## src/rtl/serial_sub_pkg.sv

```systemverilog
// Shared definitions for the bit-serial subtractor: default width,
// FSM state encoding and the bit-counter width helper.
package serial_sub_pkg;

    localparam int DEFAULT_WIDTH = 8;

    typedef enum logic [1:0] {
        ST_IDLE  = 2'd0,
        ST_SHIFT = 2'd1,
        ST_DONE  = 2'd2
    } state_t;

    // Counter must reach WIDTH-1 without wrapping; WIDTH >= 2 is assumed.
    function automatic int cnt_width(input int w);
        return (w > 2) ? $clog2(w) : 1;
    endfunction

endpackage

```

## src/rtl/full_subtractor.sv

```systemverilog
// Combinational 1-bit full subtractor: d = a - b - bi, bo = borrow out.
module full_subtractor (
    input  logic a,
    input  logic b,
    input  logic bi,
    output logic d,
    output logic bo
);

    assign d  = a ^ b ^ bi;
    assign bo = (~a & b) | (~a & bi) | (b & bi);

endmodule

```

## src/rtl/serial_subtractor.sv

```systemverilog
// Bit-serial unsigned subtractor: diff = a - b - bin, one bit per clock,
// LSB first, through a single full-subtractor cell and a borrow register.
// Handshake: start accepted in IDLE or DONE, busy during SHIFT, one-cycle done.
// Optional build macro SUB_SAT_EN: clamp diff to zero when the final borrow is set.
module serial_subtractor
    import serial_sub_pkg::*;
#(
    parameter int WIDTH = DEFAULT_WIDTH
) (
    input  logic             clk,
    input  logic             rst_n,
    input  logic             start,
    input  logic [WIDTH-1:0] a,
    input  logic [WIDTH-1:0] b,
    input  logic             bin,
    output logic             busy,
    output logic             done,
    output logic [WIDTH-1:0] diff,
    output logic             bout
);

    localparam int CW = cnt_width(WIDTH);

    state_t           state_q, state_d;
    logic [CW-1:0]    cnt_q, cnt_d;
    logic [WIDTH-1:0] opa_q, opa_d;
    logic [WIDTH-1:0] opb_q, opb_d;
    logic [WIDTH-1:0] res_q, res_d;
    logic [WIDTH-1:0] diff_q, diff_d;
    logic             brw_q, brw_d;
    logic             bout_q, bout_d;
    logic             busy_q, busy_d;
    logic             done_q, done_d;

    logic             cell_d;
    logic             cell_bo;
    logic [WIDTH-1:0] res_next;

    full_subtractor u_cell (
        .a  (opa_q[0]),
        .b  (opb_q[0]),
        .bi (brw_q),
        .d  (cell_d),
        .bo (cell_bo)
    );

    // Result register with the current difference bit shifted in at the MSB.
    assign res_next = {cell_d, res_q[WIDTH-1:1]};

    // Next-state logic: handshake, operand shifting and result capture.
    always_comb begin
        // NOTE: every signal gets a hold default first so no path leaves it unassigned (no latches).
        state_d = state_q;
        cnt_d   = cnt_q;
        opa_d   = opa_q;
        opb_d   = opb_q;
        res_d   = res_q;
        diff_d  = diff_q;
        brw_d   = brw_q;
        bout_d  = bout_q;

        unique case (state_q)
            ST_IDLE, ST_DONE: begin
                if (start) begin
                    state_d = ST_SHIFT;
                    opa_d   = a;
                    opb_d   = b;
                    brw_d   = bin;
                    res_d   = '0;
                    cnt_d   = '0;
                end else begin
                    state_d = ST_IDLE;
                end
            end
            ST_SHIFT: begin
                opa_d = opa_q >> 1;
                opb_d = opb_q >> 1;
                res_d = res_next;
                brw_d = cell_bo;
                cnt_d = cnt_q + 1'b1;
                if (cnt_q == CW'(WIDTH - 1)) begin
                    state_d = ST_DONE;
                    bout_d  = cell_bo;
`ifdef SUB_SAT_EN
                    diff_d  = cell_bo ? '0 : res_next;
`else
                    diff_d  = res_next;
`endif
                end
            end
            default: state_d = ST_IDLE;
        endcase

        busy_d = (state_d == ST_SHIFT);
        done_d = (state_d == ST_DONE);
    end

    // State and datapath registers; async reset aborts any operation in flight.
    always_ff @(posedge clk or negedge rst_n) begin
        if (!rst_n) begin
            state_q <= ST_IDLE;
            cnt_q   <= '0;
            opa_q   <= '0;
            opb_q   <= '0;
            res_q   <= '0;
            diff_q  <= '0;
            brw_q   <= 1'b0;
            bout_q  <= 1'b0;
            busy_q  <= 1'b0;
            done_q  <= 1'b0;
        end else begin
            // NOTE: non-blocking assignments so all flops update from pre-edge values.
            state_q <= state_d;
            cnt_q   <= cnt_d;
            opa_q   <= opa_d;
            opb_q   <= opb_d;
            res_q   <= res_d;
            diff_q  <= diff_d;
            brw_q   <= brw_d;
            bout_q  <= bout_d;
            busy_q  <= busy_d;
            done_q  <= done_d;
        end
    end

    assign busy = busy_q;
    assign done = done_q;
    assign diff = diff_q;
    assign bout = bout_q;

endmodule
```

## config.mk

```make
export PLATFORM = sky130hd
export DESIGN_NAME = serial_subtractor
export DESIGN_NICKNAME = d
export VERILOG_FILES = /design/src/rtl/serial_sub_pkg.sv /design/src/rtl/full_subtractor.sv /design/src/rtl/serial_subtractor.sv
export SDC_FILE = /design/constraint.sdc
export NUM_CORES = 1
export LEC_CHECK = 0
export ABC_CLOCK_PERIOD_IN_PS = 3500
export CORE_MARGIN = 2
export CORE_UTILIZATION = 50
export CTS_CLUSTER_SIZE = 25
export DETAILED_ROUTE_END_ITERATION = 16
export DONT_BUFFER_PORTS = 1
export GPL_ROUTABILITY_DRIVEN = 0
export SLEW_MARGIN = 20
export SYNTH_ARGS = -nofsm -noshare
export SYNTH_HDL_FRONTEND = slang
export SYNTH_HIERARCHICAL = 1
export SYNTH_SLANG_ARGS = --single-unit
```

## constraint.sdc

```tcl
create_clock -name clk -period 3.5 [get_ports clk]
set_clock_uncertainty 0.2 [all_clocks]
set_input_delay 0.525 -clock clk [delete_from_list [all_inputs] [get_ports clk]]
set_output_delay 0.525 -clock clk [all_outputs]
set_load 0.02 [all_outputs]
```

# ---- Yosys cells after proc, flatten, opt, wreduce, memory -nomap -nowiden
# Cells that the tools add are included.
dict set report totals {
  register_bits 41
  input_bits 20
  out_inout_bits 11
  wordCells 43
}
dict set report op_classes {
  addsub 1
  eq_ne 6
  muxes 13
  bitwise 8
  reduce_logical 5
}
# operator count
set ops {}
lappend ops {{8-bit one-hot mux with 2 select lines} 3}
lappend ops {{8-bit two-way mux} 3}
lappend ops {{3-bit one-hot mux with 2 select lines} 1}
lappend ops {{2-bit by 1-bit equality test with 1-bit output (second input constant)} 2}
lappend ops {{2-bit equality test (second input constant)} 2}
lappend ops {{2-bit one-hot mux with 2 select lines} 1}
lappend ops {{2-bit AND reduction} 2}
lappend ops {{3-bit by 1-bit adder with 3-bit output (second input constant)} 1}
lappend ops {{1-bit AND} 3}
lappend ops {{3-bit equality test (second input constant)} 1}
lappend ops {{3-bit two-way mux} 1}
lappend ops {{2-bit logical NOT} 1}
lappend ops {{1-bit two-way mux} 2}
lappend ops {{2-bit two-way mux} 1}
lappend ops {{2-bit inequality test (second input constant)} 1}
lappend ops {{1-bit bitwise OR} 2}
lappend ops {{1-bit one-hot mux with 2 select lines} 1}
lappend ops {{2-bit nonzero test} 1}
lappend ops {{2-bit OR reduction} 1}
lappend ops {{1-bit bitwise XOR} 2}
lappend ops {{1-bit inverter} 1}

# ---- Longest topological paths before layout
dict set report depth {
  depth_word 5
  depth_mapped 6
  depth_no_buf 5
}

# ---- Modules after synthesis
# Netlist, hierarchy kept.
# module n_inst cells_per_inst area_per_inst_um2 seq_area_each_um2
set modules_own_cells {}
lappend modules_own_cells {serial_subtractor 1 147 2055.7 1001.0}
lappend modules_own_cells {full_subtractor 1 3 27.5 0.0}

# ---- Worst setup path before layout
# OpenSTA, ideal clock, no wires.
dict set report synth_path {
  kind {flip-flop to flip-flop}
  from {reg cnt_q[0]}
  to {reg diff_q[0], in the netlist diff[0]}
  setup_time_ns 0.125
  arrival_time_ns 1.325
  required_time_ns 3.175
  path_slack_ns 1.850
  path_stages_with_launch 7
  n_path_buf 1
  synth_period_minus_slack_ns 1.650
  cell_sequence {dfrtp_1 > ha_1 > ha_1 > nand3b_4 > buf_8 > inv_4 > mux2_4}
}
dict set report synth_between {
  elab_chain_cells 2
}
# element line
set synth_lines {}
lappend synth_lines {{start: declaration} serial_subtractor.sv:25} ;# logic [CW-1:0] cnt_q, cnt_d;
lappend synth_lines {{start signal: assignment} serial_subtractor.sv:114} ;# cnt_q <= cnt_d;
lappend synth_lines {{3-bit equality test} serial_subtractor.sv:81} ;# if (cnt_q == CW'(WIDTH - 1)) begin
lappend synth_lines {{2-bit AND reduction (no line)} n/a}
lappend synth_lines {{end signal: assignment} serial_subtractor.sv:118} ;# diff_q <= diff_d;
lappend synth_lines {{end: declaration} serial_subtractor.sv:29} ;# logic [WIDTH-1:0] diff_q, diff_d;
# No other way between the ends.
# A chain may end at the register's enable or synchronous reset.

# ---- Worst setup path after layout
dict set report layout_path {
  from {reg state_q[1]}
  to {reg opb_q[1]}
}
dict set report layout_between {
  elab_chain_cells 4
  word_cells_on_any_way 8
  classes_between {3 x eq/ne; 1 x mux; 4 x reduce/logical}
}
# element line
set layout_lines {}
lappend layout_lines {{start: declaration} serial_subtractor.sv:24} ;# state_t state_q, state_d;
lappend layout_lines {{start signal: assignment} serial_subtractor.sv:113} ;# state_q <= state_d;
lappend layout_lines {{2-bit equality test / 2-bit logical NOT (equally long branches)} serial_subtractor.sv:62} ;# unique case (state_q)
lappend layout_lines {{2-bit OR reduction} serial_subtractor.sv:62}
lappend layout_lines {{2-bit inequality test (no line) / 2-bit nonzero test (equally long branches)} n/a}
lappend layout_lines {{2-bit AND reduction (no line)} n/a}
lappend layout_lines {{end signal: assignment} serial_subtractor.sv:116} ;# opb_q <= opb_d;
lappend layout_lines {{end: declaration} serial_subtractor.sv:27} ;# logic [WIDTH-1:0] opb_q, opb_d;
# Parallel ways exist; a longest one is shown, timed or not.

==> flow_summary.json <==
{
  "async_flop_share": 1.00,
  "startpoint": "state_q[1]",
  "grt_max_degree": 41,
  "hp-class": "input port to flop",
  "die_area_mm2": 0.00470,
  "yosys_warnings": 6,
  "hpwl_mm": 2.16,
  "die-height_um": 68.6,
  "vdd_ir_drop_max_mv": 0.356,
  "fin_nets": 173,
  "syn-num-nets": 173,
  "first_global_vias": 1118,
  "cts_resized": 0,
  "cpPeakStageDelay_ns": 0.64,
  "synthToLayoutAreaGrowth_pct": 5.05,
  "fillCellCount": 351,
  "vias_per_cell": 5.56,
  "drt_iter0_markers": 80,
  "core_mm2": 0.00400,
  "path_cells": "buf_4 -> mux2i_1 -> mux2i_1",
  "postCtsSetupBuffers": 0,
  "cp_top_family": "flip-flops",
  "numPortBuffers": 0,
  "endpoint_kind": "flop",
  "postSynthAreaPerCell_um2": 13.9,
  "ctsHoldBuffers": 2,
  "hp-start": "start",
  "p_per_area_mw_per_mm2": 824,
  "finalSetupTns_ns": 0,
  "diodes": 0,
  "crit_fanout": 19,
  "criticalPathCategory": "flop to flop",
  "final_hold_viol_count": 0,
  "period_share": 0.487,
  "dr.pass1.iters": 3,
  "ys_seq_area_frac": 0.480,
  "clk_pin_slew_ns": 0.07,
  "r2r-start": "state_q[1]",
  "io_pins": 31,
  "yosys.area.top_type": "dfrtp_1",
  "start_util": 0.521,
  "p_leak_nw": 1.10,
  "drv_cap": 0,
  "grt_pass1_wl_mm": 5.29,
  "grt_setup_unrepaired": "no",
  "grt_antenna_before_repair": 0,
  "avgRoutedWirePerCell_um": 16.3,
  "rows": 23,
  "crit_top_cell": "mux2i_1",
  "crit_required_ns": 3.45,
  "ys_seq_elements": 40,
  "path_buf_inv": 1,
  "clk_path_buf_depth": 2,
  "ctsHtreeMaxLevel": 2,
  "overflow": 0,
  "cts_made_buffers": 5,
  "worstPathArrival_ns": 1.66,
  "crit_path_start_kind": "flop",
  "synth_top_cell_area_share": 0.480,
  "cts_tree": "yes",
  "timing.fmax_mhz": 586,
  "layout_min_cycle_time_ns": 1.71,
  "setup_violations": 0,
  "drtAntennaViolNets": 0,
  "insertion_delay_ns": 0.28,
  "yosysMostFrequentCell": "mux2i_1",
  "ys_types": 22,
  "routed_wirelength_mm": 3.27,
  "slowest_stage": "dfrtp_1",
  "slew_violations": 0,
  "synth-edff-count": 0,
  "p_total_mw": 1.80,
  "tightest_slew_ns": 0.475,
  "drc_errors": 0,
  "synth_area_mm2": 0.00208,
  "synth_commonest_cells": "mux2i_1, dfrtp_1, mux2_4",
  "drive_gt1_frac": 0.160,
  "netlist_top_cells_area": "dfrtp_1, mux2i_1, mux2_4",
  "cts-root-buf": "clkbuf_8",
  "synthFlopType": "dfrtp_1",
  "die_x_um": 68.6,
  "run_status": "complete, no violations",
  "relSlewSlack": 0.683,
  "cts_sinks": 40,
  "via_count": 1112,
  "netlist_instances": 150,
  "grt_usage": 0.156
}
==> power by group <==
part / switching (mW) / internal [mW]
Combinational: 0.242 / 0.353
Sequential: 0.229 / 0.655
Clock: 0.149 / 0.175
Total: 0.620 / 1.18
==> metal layers <==
metal	part of all wire	routed length, um	track usage
met4	0.015	49	0.0825
met5	0	0	0
met3	0.060	197	0.0568
met1	0.44	1450	0.192
met2	0.48	1560	0.239
==> flip-flops by register name (all words and copies together) (netlist names) <==
signal	flops
busy	1
done	1
res_q	7
opa_q	8
state_q	2
bout	1
brw_q	1
diff	8
opb_q	8
cnt_q	3
==> final cells by class <==
type,count,area [um^2],share of cell area
Clock buffer,7,96.3,0.0440
Timing Repair Buffer,4,45.0,0.0206
Multi-Input combinational cell,95,966,0.441
Tap cell,50,62.6,0.0286
Inverter,4,17.5,0.00800
Sequential cell,40,1000,0.457
==> cell families (layout without fill, tap and decap cells) <==
| kind of cell | count (synthesis) | count (layout) | synth area share |
|---|---|---|---|
| adders and majority gates | 3 | 3 | 0.0216 |
| and+or+nand+nor | 12 | 12 | 0.0396 |
| xor gates and xnor gates | 1 | 1 | 0.00420 |
| buffers and inverters | 15 | 15 | 0.0559 |
| muxes | 73 | 73 | 0.377 |
| AOI/OAI and AO/OA | 6 | 6 | 0.0210 |
| DFF | 40 | 40 | 0.480 |
==> layout by cell type, fill, tap and decap left out <==
| master | n |
|---|---|
| a21o_1 | 1 |
| a22o_1 | 3 |
| buf_12 | 1 |
| buf_4 | 2 |
| clkbuf_8 | 7 |
| dfrtp_1 | 40 |
| dlygate4sd3_1 | 1 |
| fa_1 | 1 |
| ha_1 | 2 |
| inv_1 | 3 |
| inv_4 | 1 |
| mux2_1 | 2 |
| mux2_2 | 2 |
| mux2_4 | 10 |
| mux2i_1 | 59 |
| nand2b_1 | 6 |
| nand3_1 | 2 |
| nand3b_4 | 1 |
| nor2_1 | 2 |
| nor3b_1 | 1 |
| o21ai_0 | 2 |
| xnor2_1 | 1 |
==> final timing paths <==
kind | endpoint | depth (start not counted) | slack (ns)
hold reg to reg | res_q[1] | 1 | 0.34
min in group asynchronous | diff[0] | 2 | 0.50
setup reg to reg | opb_q[1] | 3 | 1.79
max in group asynchronous | opb_q[1] | 2 | 2.41
hold / removal | state_q[0] | 1 | 0.21
setup / recovery | opb_q[1] | 3 | 1.79
==> metrics by stage <==
step                area (um^2)  hold slack (ns)  worst slack [ns]  instances  utilization
CTS                        2190            0.186              1.78        200        0.547
global route               2190            0.175              1.67        200        0.547
floorplan                  2080           0.0294              1.85        150            -
finish                     2190            0.207              1.79        200        0.547
global placement           2060           0.0304              1.83        191        0.515
detailed placement         2060           0.0303              1.79        191        0.515
Note: power is estimated with default switching activity, not from simulation.
